[config.mk]
export PLATFORM = sky130hd
export DESIGN_NAME = input_conditioner
export DESIGN_NICKNAME = d
export VERILOG_FILES = /design/src/rtl/input_conditioner.sv
export SDC_FILE = /design/constraint.sdc
export NUM_CORES = 1
export LEC_CHECK = 0
export ABC_CLOCK_PERIOD_IN_PS = 4700
export BUFFER_PORTS_ARGS = -buffer_cell sky130_fd_sc_hd__buf_4
export CAP_MARGIN = 30
export CORE_AREA = 2 2 125 115
export DETAILED_ROUTE_END_ITERATION = 6
export DIE_AREA = 0 0 127 117
export REMOVE_ABC_BUFFERS = 1
export SLEW_MARGIN = 0
export SYNTH_ARGS = -nofsm -noshare
export SYNTH_HDL_FRONTEND = slang
export SYNTH_SLANG_ARGS = --single-unit
[constraint.sdc]
create_clock -name clk -period 4.7 [get_ports clk]
set_input_delay 0.235 -clock clk [delete_from_list [all_inputs] [get_ports clk]]
set_output_delay 0.235 -clock clk [all_outputs]
set_load 0.005 [all_outputs]
[src/rtl/input_conditioner.sv]
// Input conditioner for the drink machine front panel.
// Seven raw switch channels (coin 1, coin 2, cancel, four drink buttons) are
// normalised to active-high, passed through a two-flop synchronizer and
// debounced by a per-channel stability counter. An accepted press (debounced
// level rising 0->1) yields a single registered one-cycle pulse; releases are
// silent. The drink pulses are then arbitrated: exactly one drink with no
// cancel gives a sel pulse, two or more drinks give multi_err, and cancel
// suppresses a lone drink request.
module input_conditioner #(
  parameter int DEBOUNCE_CYCLES = 50000,
  parameter bit BTN_ACTIVE_LOW  = 1'b1
) (
  input  logic       clk,
  input  logic       rst,
  input  logic       m1_in,
  input  logic       m2_in,
  input  logic       cancel_in,
  input  logic [3:0] btn_in,
  output logic       M1,
  output logic       M2,
  output logic       cancel,
  output logic [3:0] sel,
  output logic       multi_err
);

  // Channel map: 0 = coin 1, 1 = coin 2, 2 = cancel, 3..6 = btn[0..3].
  localparam int N_CH = 7;
  localparam int CH_M1 = 0;
  localparam int CH_M2 = 1;
  localparam int CH_CANCEL = 2;
  localparam int CH_BTN0 = 3;

  localparam int CW = $clog2(DEBOUNCE_CYCLES + 1);
  localparam logic [CW-1:0] CNT_LAST = CW'(DEBOUNCE_CYCLES - 1);
  localparam logic [CW-1:0] CNT_ONE  = CW'(1);

  logic [3:0]      btn_lvl;
  logic [N_CH-1:0] raw_lvl;

  logic [N_CH-1:0] s1;
  logic [N_CH-1:0] s2;
  logic [N_CH-1:0] stable;
  logic [N_CH-1:0] pulse;
  logic [CW-1:0]   cnt [N_CH];

  logic [N_CH-1:0] stable_next;
  logic [N_CH-1:0] pulse_next;
  logic [CW-1:0]   cnt_next [N_CH];

  logic [3:0]      btn_pulse;
  logic [2:0]      btn_count;

  // Buttons are normalised before the synchronizer so every downstream stage
  // sees active-high levels.
  assign btn_lvl = BTN_ACTIVE_LOW ? ~btn_in : btn_in;
  assign raw_lvl = {btn_lvl, cancel_in, m2_in, m1_in};

  // Two-flop synchronizer; the only consumer of the raw levels.
  always_ff @(posedge clk) begin
    if (rst) begin
      s1 <= '0;
      s2 <= '0;
    end else begin
      s1 <= raw_lvl;
      s2 <= s1;
    end
  end

  // Debounce decision per channel: the counter only advances while the
  // synchronized level disagrees with the debounced one, and any agreement
  // restarts it, so short excursions never reach the terminal count.
  always_comb begin
    stable_next = stable;
    pulse_next  = '0;
    cnt_next    = cnt;
    for (int i = 0; i < N_CH; i++) begin
      if (s2[i] == stable[i]) begin
        cnt_next[i] = '0;
      end else if (cnt[i] >= CNT_LAST) begin
        stable_next[i] = ~stable[i];
        cnt_next[i]    = '0;
        pulse_next[i]  = ~stable[i];
      end else begin
        cnt_next[i] = cnt[i] + CNT_ONE;
      end
    end
  end

  // Debounced level, counter and press-pulse registers.
  always_ff @(posedge clk) begin
    if (rst) begin
      stable <= '0;
      pulse  <= '0;
      for (int i = 0; i < N_CH; i++) begin
        cnt[i] <= '0;
      end
    end else begin
      stable <= stable_next;
      pulse  <= pulse_next;
      for (int i = 0; i < N_CH; i++) begin
        cnt[i] <= cnt_next[i];
      end
    end
  end

  assign btn_pulse = pulse[CH_BTN0 +: 4];
  assign btn_count = 3'($countones(btn_pulse));

  // Output arbitration on the registered pulses: coins and cancel pass
  // straight through; drink requests need exactly one button and no cancel.
  always_comb begin
    M1        = pulse[CH_M1];
    M2        = pulse[CH_M2];
    cancel    = pulse[CH_CANCEL];
    multi_err = (btn_count > 3'd1);
    sel       = '0;
    if (btn_count == 3'd1 && !pulse[CH_CANCEL]) begin
      sel = btn_pulse;
    end
  end

endmodule

==> flow_summary.yaml, run 1 <==
outcome:
  outcome: "completed"
logic_synthesis:
  synth_top_area_share_pct: 47.15
  synth_top_area_cell: "dfxtp_1"
  synthesis.area_mm2: 0.005944
  ys_seq_area_share_pct: 47.15
  ys_warn_count: 0
  synth_seq_cells: 140
  synth_area_per_cell_um2: 8.886
  ys_top_cells_by_area: "dfxtp_1 47%, xnor2_1 11%, nor2_1 8.2%"
  synth_cell_types: 36
  syn_inst: 669
global_route:
  gr-total-overflow: 0
  antenna_found_initial: 0
  grt_max_degree: 36
  grt_pass1_vias: 4183
  grt_util_all_layers_pct: 14.96
  grt_first_pass_wirelength_um: 18150
clock_network:
  clk_latency_ns: 0.41
  cts_tree: "yes"
  path_clk_slew_ns: 0.06
  cts_buffers: 17
  cts_resized: 0
  root_buffer: "clkbuf_16"
  cts_sinks: 140
  cts_buffer_depth: 2
  hold_buffers: 4
  htreeDepth: 4
  cts_setup_buffers: 0
sta:
  max_freq_mhz: 349.4
  timing.final.ws_setup_ns: 1.838
  rsz0062_at_grt: "false"
  fin_setup_tns_ns: 0
  setup_viol_count_final: 0
  tightest_slew_ns: 0.5700
  post-route-min-period_ns: 2.862
  slew_headroom_pct: 61.89
  hold_viol: 0
  skew_ns: 0.006859
  hold_ws_ns: 0.04099
  finalCritPeriodShare_pct: 60.89
  slew_violations: 0
die:
  dieArea_mm2: 0.01486
  start_util_pct: 43.56
  die_h_um: 117
  core_mm2: 0.01365
  boundaryPins: 17
  die_w_um: 127
  num_rows: 41
route:
  drt_drc_violations_left: 0
  ant_nets: 0
  drtIter0Drc: 233
  routed_wl_um: 10170
  first_pass_iters: 4
  via_per_inst: 5.047
  vias: 4431
  wl_per_cell_um: 11.58
power:
  p_total_w: 0.002584
  p_per_area_mw_per_mm2: 377.5
  leakagePower_nw: 2.177
  ir_worst_vdd_mv: 0.2356
finish:
  drive_gt1_share_pct: 7.082
  antenna_cells: 0
  post-route-util_pct: 50.16
  nNetsFinal: 713
  synthToLayoutAreaGrowth_pct: 15.13
  nFillCells: 1295
worst_setup_path:
  cp_cell_sequence: "inv_1, fa_1, inv_1, ha_1, inv_1, ha_1, nor4b_1, and2_1, buf_4"
  regToRegEndpoint: "cnt[60]$_SDFF_PP0_"
  start_kind: "flip-flop"
  critPathRequiredTime_ns: 4.47
  crit_start: "pulse[3]$_SDFF_PP0_"
  slowest_stage: "fa_1"
  path_max_fanout: 4
  crit_end: "sel[1]"
  critPathArrivalTime_ns: 2.63
  worst-r2r-cell-count: 5
  reg2reg_from: "cnt[48]$_SDFF_PP0_"
  end_kind: "output port"
  r2r_slack_ns: 2.71
  crit_top_cell: "inv_1"
  cp_slowest_stage_delay_ns: 0.53
  setup.worst_path.class: "flip-flop to output port"
placed_design:
  place_congestion: 0.7716
  hpwlAfterDp_um: 7192
  place_ws_ns: 2.283
  io_buffers: 16
hold_path:
  hold_class: "input pin to flip-flop"
job:
  drv_cap: 0
[routing by layer]
layer | routed length [um] | up-vias | track usage [%]
met2 | 4606 | 43 | 23.98
met1 | 5148 | 2040 | 19.05
met4 | 115 | 0 | 6.447
li1 | - | 2340 | -
met3 | 300 | 8 | 4.364
met5 | 0 | - | 0
[worst min path at each step]
| stage | start | endpoint | slack (ns) | cells past startpoint |
|---|---|---|---|---|
| floorplan | rst | s1[3]$_SDFF_PP0_ | 0.30 | 1 |
| global placement | btn_in[3] | s1[6]$_SDFF_PP0_ | 0.40 | 2 |
| detailed placement | btn_in[0] | s1[3]$_SDFF_PP0_ | 0.40 | 2 |
| CTS | m2_in | s1[1]$_SDFF_PP0_ | 0.02 | 2 |
| global route | m2_in | s1[1]$_SDFF_PP0_ | 0.02 | 2 |
| finish | m2_in | s1[1]$_SDFF_PP0_ | 0.04 | 2 |
[state kept, by name, summed over array words and instances (netlist names)]
signal / flops
cnt: 112
pulse: 7
s1: 7
s2: 7
stable: 7
[cells in the final DEF, fill, tap and decap left out, types with 2 or more instances in the layout]
cell type / netlist / layout
a2111oi_0: 2 / 2
a211o_1: 5 / 5
a21oi_1: 4 / 4
a31oi_1: 3 / 3
and2_1: 12 / 12
and3_1: 13 / 13
and4_1: 4 / 4
buf_4: 0 / 16
bufinv_16: 0 / 3
clkbuf_1: 9 / 2
clkbuf_16: 0 / 17
clkbuf_8: 0 / 3
clkinv_2: 0 / 4
dfxtp_1: 140 / 140
dlygate4sd3_1: 0 / 4
ha_1: 10 / 10
inv_1: 23 / 23
inv_6: 0 / 2
mux2i_1: 2 / 2
nand2_1: 27 / 27
nand2b_1: 9 / 9
nand3_1: 45 / 45
nand4_1: 25 / 25
nand4b_1: 5 / 5
nor2_1: 130 / 130
nor2b_1: 12 / 12
nor3_1: 34 / 34
nor4_1: 24 / 24
o211ai_1: 4 / 4
o21ai_0: 8 / 8
or3_1: 3 / 3
or4_1: 7 / 7
xnor2_1: 72 / 72
xor2_1: 25 / 25
[cell usage after synthesis, drive strengths merged]
cell type  instances
a2111oi            2
a211o              5
a21oi              4
a31oi              3
and2              12
and3              13
and4               4
buf                6
clkbuf             9
dfxtp            140
fa                 1
ha                10
inv               23
mux2i              2
nand2             27
nand2b             9
nand3             45
nand4             26
nand4b             5
nor2             130
nor2b             12
nor3              34
nor4              25
nor4b              1
o211ai             4
o21ai              8
o21ba              1
or3                4
or4                7
xnor2             72
xor2              25
[kinds of logic (layout without fill, tap and decap cells)]
| group | after synthesis | after routing | share of synthesized area [%] |
|---|---|---|---|
| simple gates | 354 | 354 | 29.85 |
| compound gates | 27 | 27 | 3.031 |
| buf+inv | 38 | 75 | 2.904 |
| xor+xnor | 97 | 97 | 14.29 |
| flops | 140 | 140 | 47.15 |
| mux | 2 | 2 | 0.3368 |
| fa+ha+maj | 11 | 11 | 2.442 |
[cell type report]
cell class	count	area, um^2	share of cell area [%]
clock buffer	22	474.2	6.929
clock inverter	10	136.4	1.993
inverter	23	86.33	1.261
multi-input combinational	491	2969	43.38
sequential	140	2803	40.95
tap	172	215.2	3.144
timing repair buffer	20	160.2	2.340
[worst max-delay path, delay by kind of cell, from the launching register on]
kind                       cells  cell delay, ns
adders and majority gates      3            0.93
and+or+nand+nor                2            0.69
DFF                            1            0.32
buffers and inverters          4            0.27
[power by group]
part           switching, W  total (W)  internal [W]
clock network      0.000479    0.00136      0.000877
registers        0.00000388    0.00120       0.00119
logic             0.0000158  0.0000299     0.0000141
total              0.000498    0.00258       0.00209
[through the flow]
stage | instances | cell area, um^2
final | 878 | 6844
after global routing | 878 | 6844
after CTS | 878 | 6844
after detailed placement | 842 | 6193
after global placement | 842 | 6193
after floorplan | 654 | 5858
No activity file was read; power rests on OpenSTA's default activity.
==> run 2: changes to the inputs <==
ABC_CLOCK_PERIOD_IN_PS = 2400   (was 4700)
clock period = 2.4 ns   (was 4.7 ns; I/O delays follow)
==> flow_summary.yaml, run 2 (synthesis gave the netlist of run 1 again) <==
sta:
  setup_viol_count_final: 4
  max_freq_mhz: 403.9
  fin_setup_tns_ns: -0.2887
  post-route-min-period_ns: 2.476
  tightest_slew_ns: 0.5599
  slew_violations: 0
  skew_ns: 0.003175
  timing.final.ws_setup_ns: -0.07556
  slew_headroom_pct: 61.71
  hold_viol: 0
  rsz0062_at_grt: "true"
  finalCritPeriodShare_pct: 103.1
global_route:
  antenna_found_initial: 0
  grt_max_degree: 36
  gr-total-overflow: 0
  grt_pass1_vias: 4150
  grt_util_all_layers_pct: 15.05
  grt_first_pass_wirelength_um: 18260
clock_network:
  cts_tree: "yes"
  cts_setup_buffers: 0
  path_clk_slew_ns: 0.06
  cts_sinks: 140
  htreeDepth: 4
  cts_buffer_depth: 2
  root_buffer: "clkbuf_16"
  clk_latency_ns: 0.41
  cts_buffers: 17
worst_setup_path:
  slowest_stage: "fa_1"
  critPathRequiredTime_ns: 2.28
  path_max_fanout: 4
  setup.worst_path.class: "flip-flop to output port"
  worst-path-buf-inv: 4
  crit_top_cell: "inv_2"
  start_kind: "flip-flop"
  cp_cell_sequence: "inv_2, fa_1, inv_2, ha_4, inv_2, ha_4, nor4b_4, and2_1, buf_4"
  cp_slowest_stage_delay_ns: 0.54
  critPathArrivalTime_ns: 2.36
  reg2reg_from: "cnt[64]$_SDFF_PP0_"
  end_kind: "output port"
  crit_family: "adder cells"
  crit_start: "pulse[6]$_SDFF_PP0_"
finish:
  nFillCells: 1251
  post-route-util_pct: 51.20
  final_cell_mix: "137 x dfxtp_1, 130 x nor2_1, 72 x xnor2_1, 45 x nand3_1, 34 x nor3_1"
  mostFrequentLayoutCell: "dfxtp_1"
  seqCellArea_mm2: 0.002806
  drive_gt1_share_pct: 8.732
  synthToLayoutAreaGrowth_pct: 17.53
  top_register: "cnt"
  multi_input_area_mm2: 0.003012
  nNetsFinal: 717
  antenna_cells: 0
  largest_register_ff_count: 112
power:
  ir_worst_vdd_mv: 0.5622
  p_per_area_mw_per_mm2: 760.1
  leakagePower_nw: 2.213
outcome:
  outcome: "finished, violations left"
  violations: "negative setup slack"
hold_path:
  hold_class: "input pin to flip-flop"
  hold_start: "rst"
route:
  first_pass_iters: 4
  wl_per_cell_um: 12.00
  routed_wl_um: 10590
  via_per_inst: 5.086
  drtIter0Drc: 275
  ant_nets: 0
  drt_drc_violations_left: 0
  vias: 4486
die:
  core_mm2: 0.01365
  num_rows: 41
  start_util_pct: 43.56
  die_h_um: 117
  dieArea_mm2: 0.01486
  boundaryPins: 17
  die_w_um: 127
job:
  drv_cap: 0
placed_design:
  place_congestion: 0.7918
  hpwlAfterDp_um: 7285
  io_buffers: 16
==> run 2: cell types whose count changed in the layout (fill, tap and decap cells not counted), sizes merged <==
cell	before	now
clkinv	5	4
buf	16	17
clkinvlp	0	1
dlygate4sd3	4	7
bufinv	3	5
inv	25	23
==> run 2: where the power goes <==
| part | internal [W] | total (W) | switching (W) |
|---|---|---|---|
| clock network | 0.00195 | 0.00290 | 0.000947 |
| logic | 0.0000311 | 0.0000629 | 0.0000318 |
| registers | 0.00234 | 0.00235 | 0.00000760 |
| total | 0.00432 | 0.00531 | 0.000987 |
==> run 2: worst paths after layout <==
| check | end | slack [ns] | cells past startpoint |
|---|---|---|---|
| setup reg to reg | cnt[68]$_SDFF_PP0_ | 0.37 | 5 |
| setup / recovery | sel[0] | -0.08 | 9 |
| hold / removal | s1[3]$_SDFF_PP0_ | 0.07 | 2 |
| hold reg to reg | s2[3]$_SDFF_PP0_ | 0.43 | 1 |
==> run 2: through the flow <==
step                      hold WS [ns]  power, W  setup slack [ns]  cell area [um^2]  cells
after floorplan                 0.1867  0.002425            0.3573              5858    654
after global placement          0.2807  0.002451            0.1868              6201    843
after detailed placement        0.2799  0.002452           0.07255              6201    843
after CTS                      0.05257  0.005381          -0.09814              6973    882
after global routing           0.07005  0.005487           -0.2066              6987    882
final                          0.06684  0.005311          -0.07556              6987    882
==> run 2: layer usage <==
layer	global-route usage, %	up-vias	wire length (um)
met4	6.593	0	137
met3	4.455	11	323
met5	0	-	0
met1	19.55	2078	5294
li1	-	2348	-
met2	23.48	49	4830
==> run 2: timing repair <==
action,CTS,global route
endpoints found under the hold margin,7,0
pin swaps,6,2
hold buffers,7,0
endpoints found under the setup margin,4,4
gates resized for setup,8,4
==> run 2: cell type report <==
cell class,count,area share [%]
Timing Repair Buffer,24,2.830
Tap cell,172,3.080
Clock buffer,22,6.931
Clock inverter,10,2.650
Multi-Input combinational cell,491,43.11
Sequential cell,140,40.17
Inverter,23,1.236
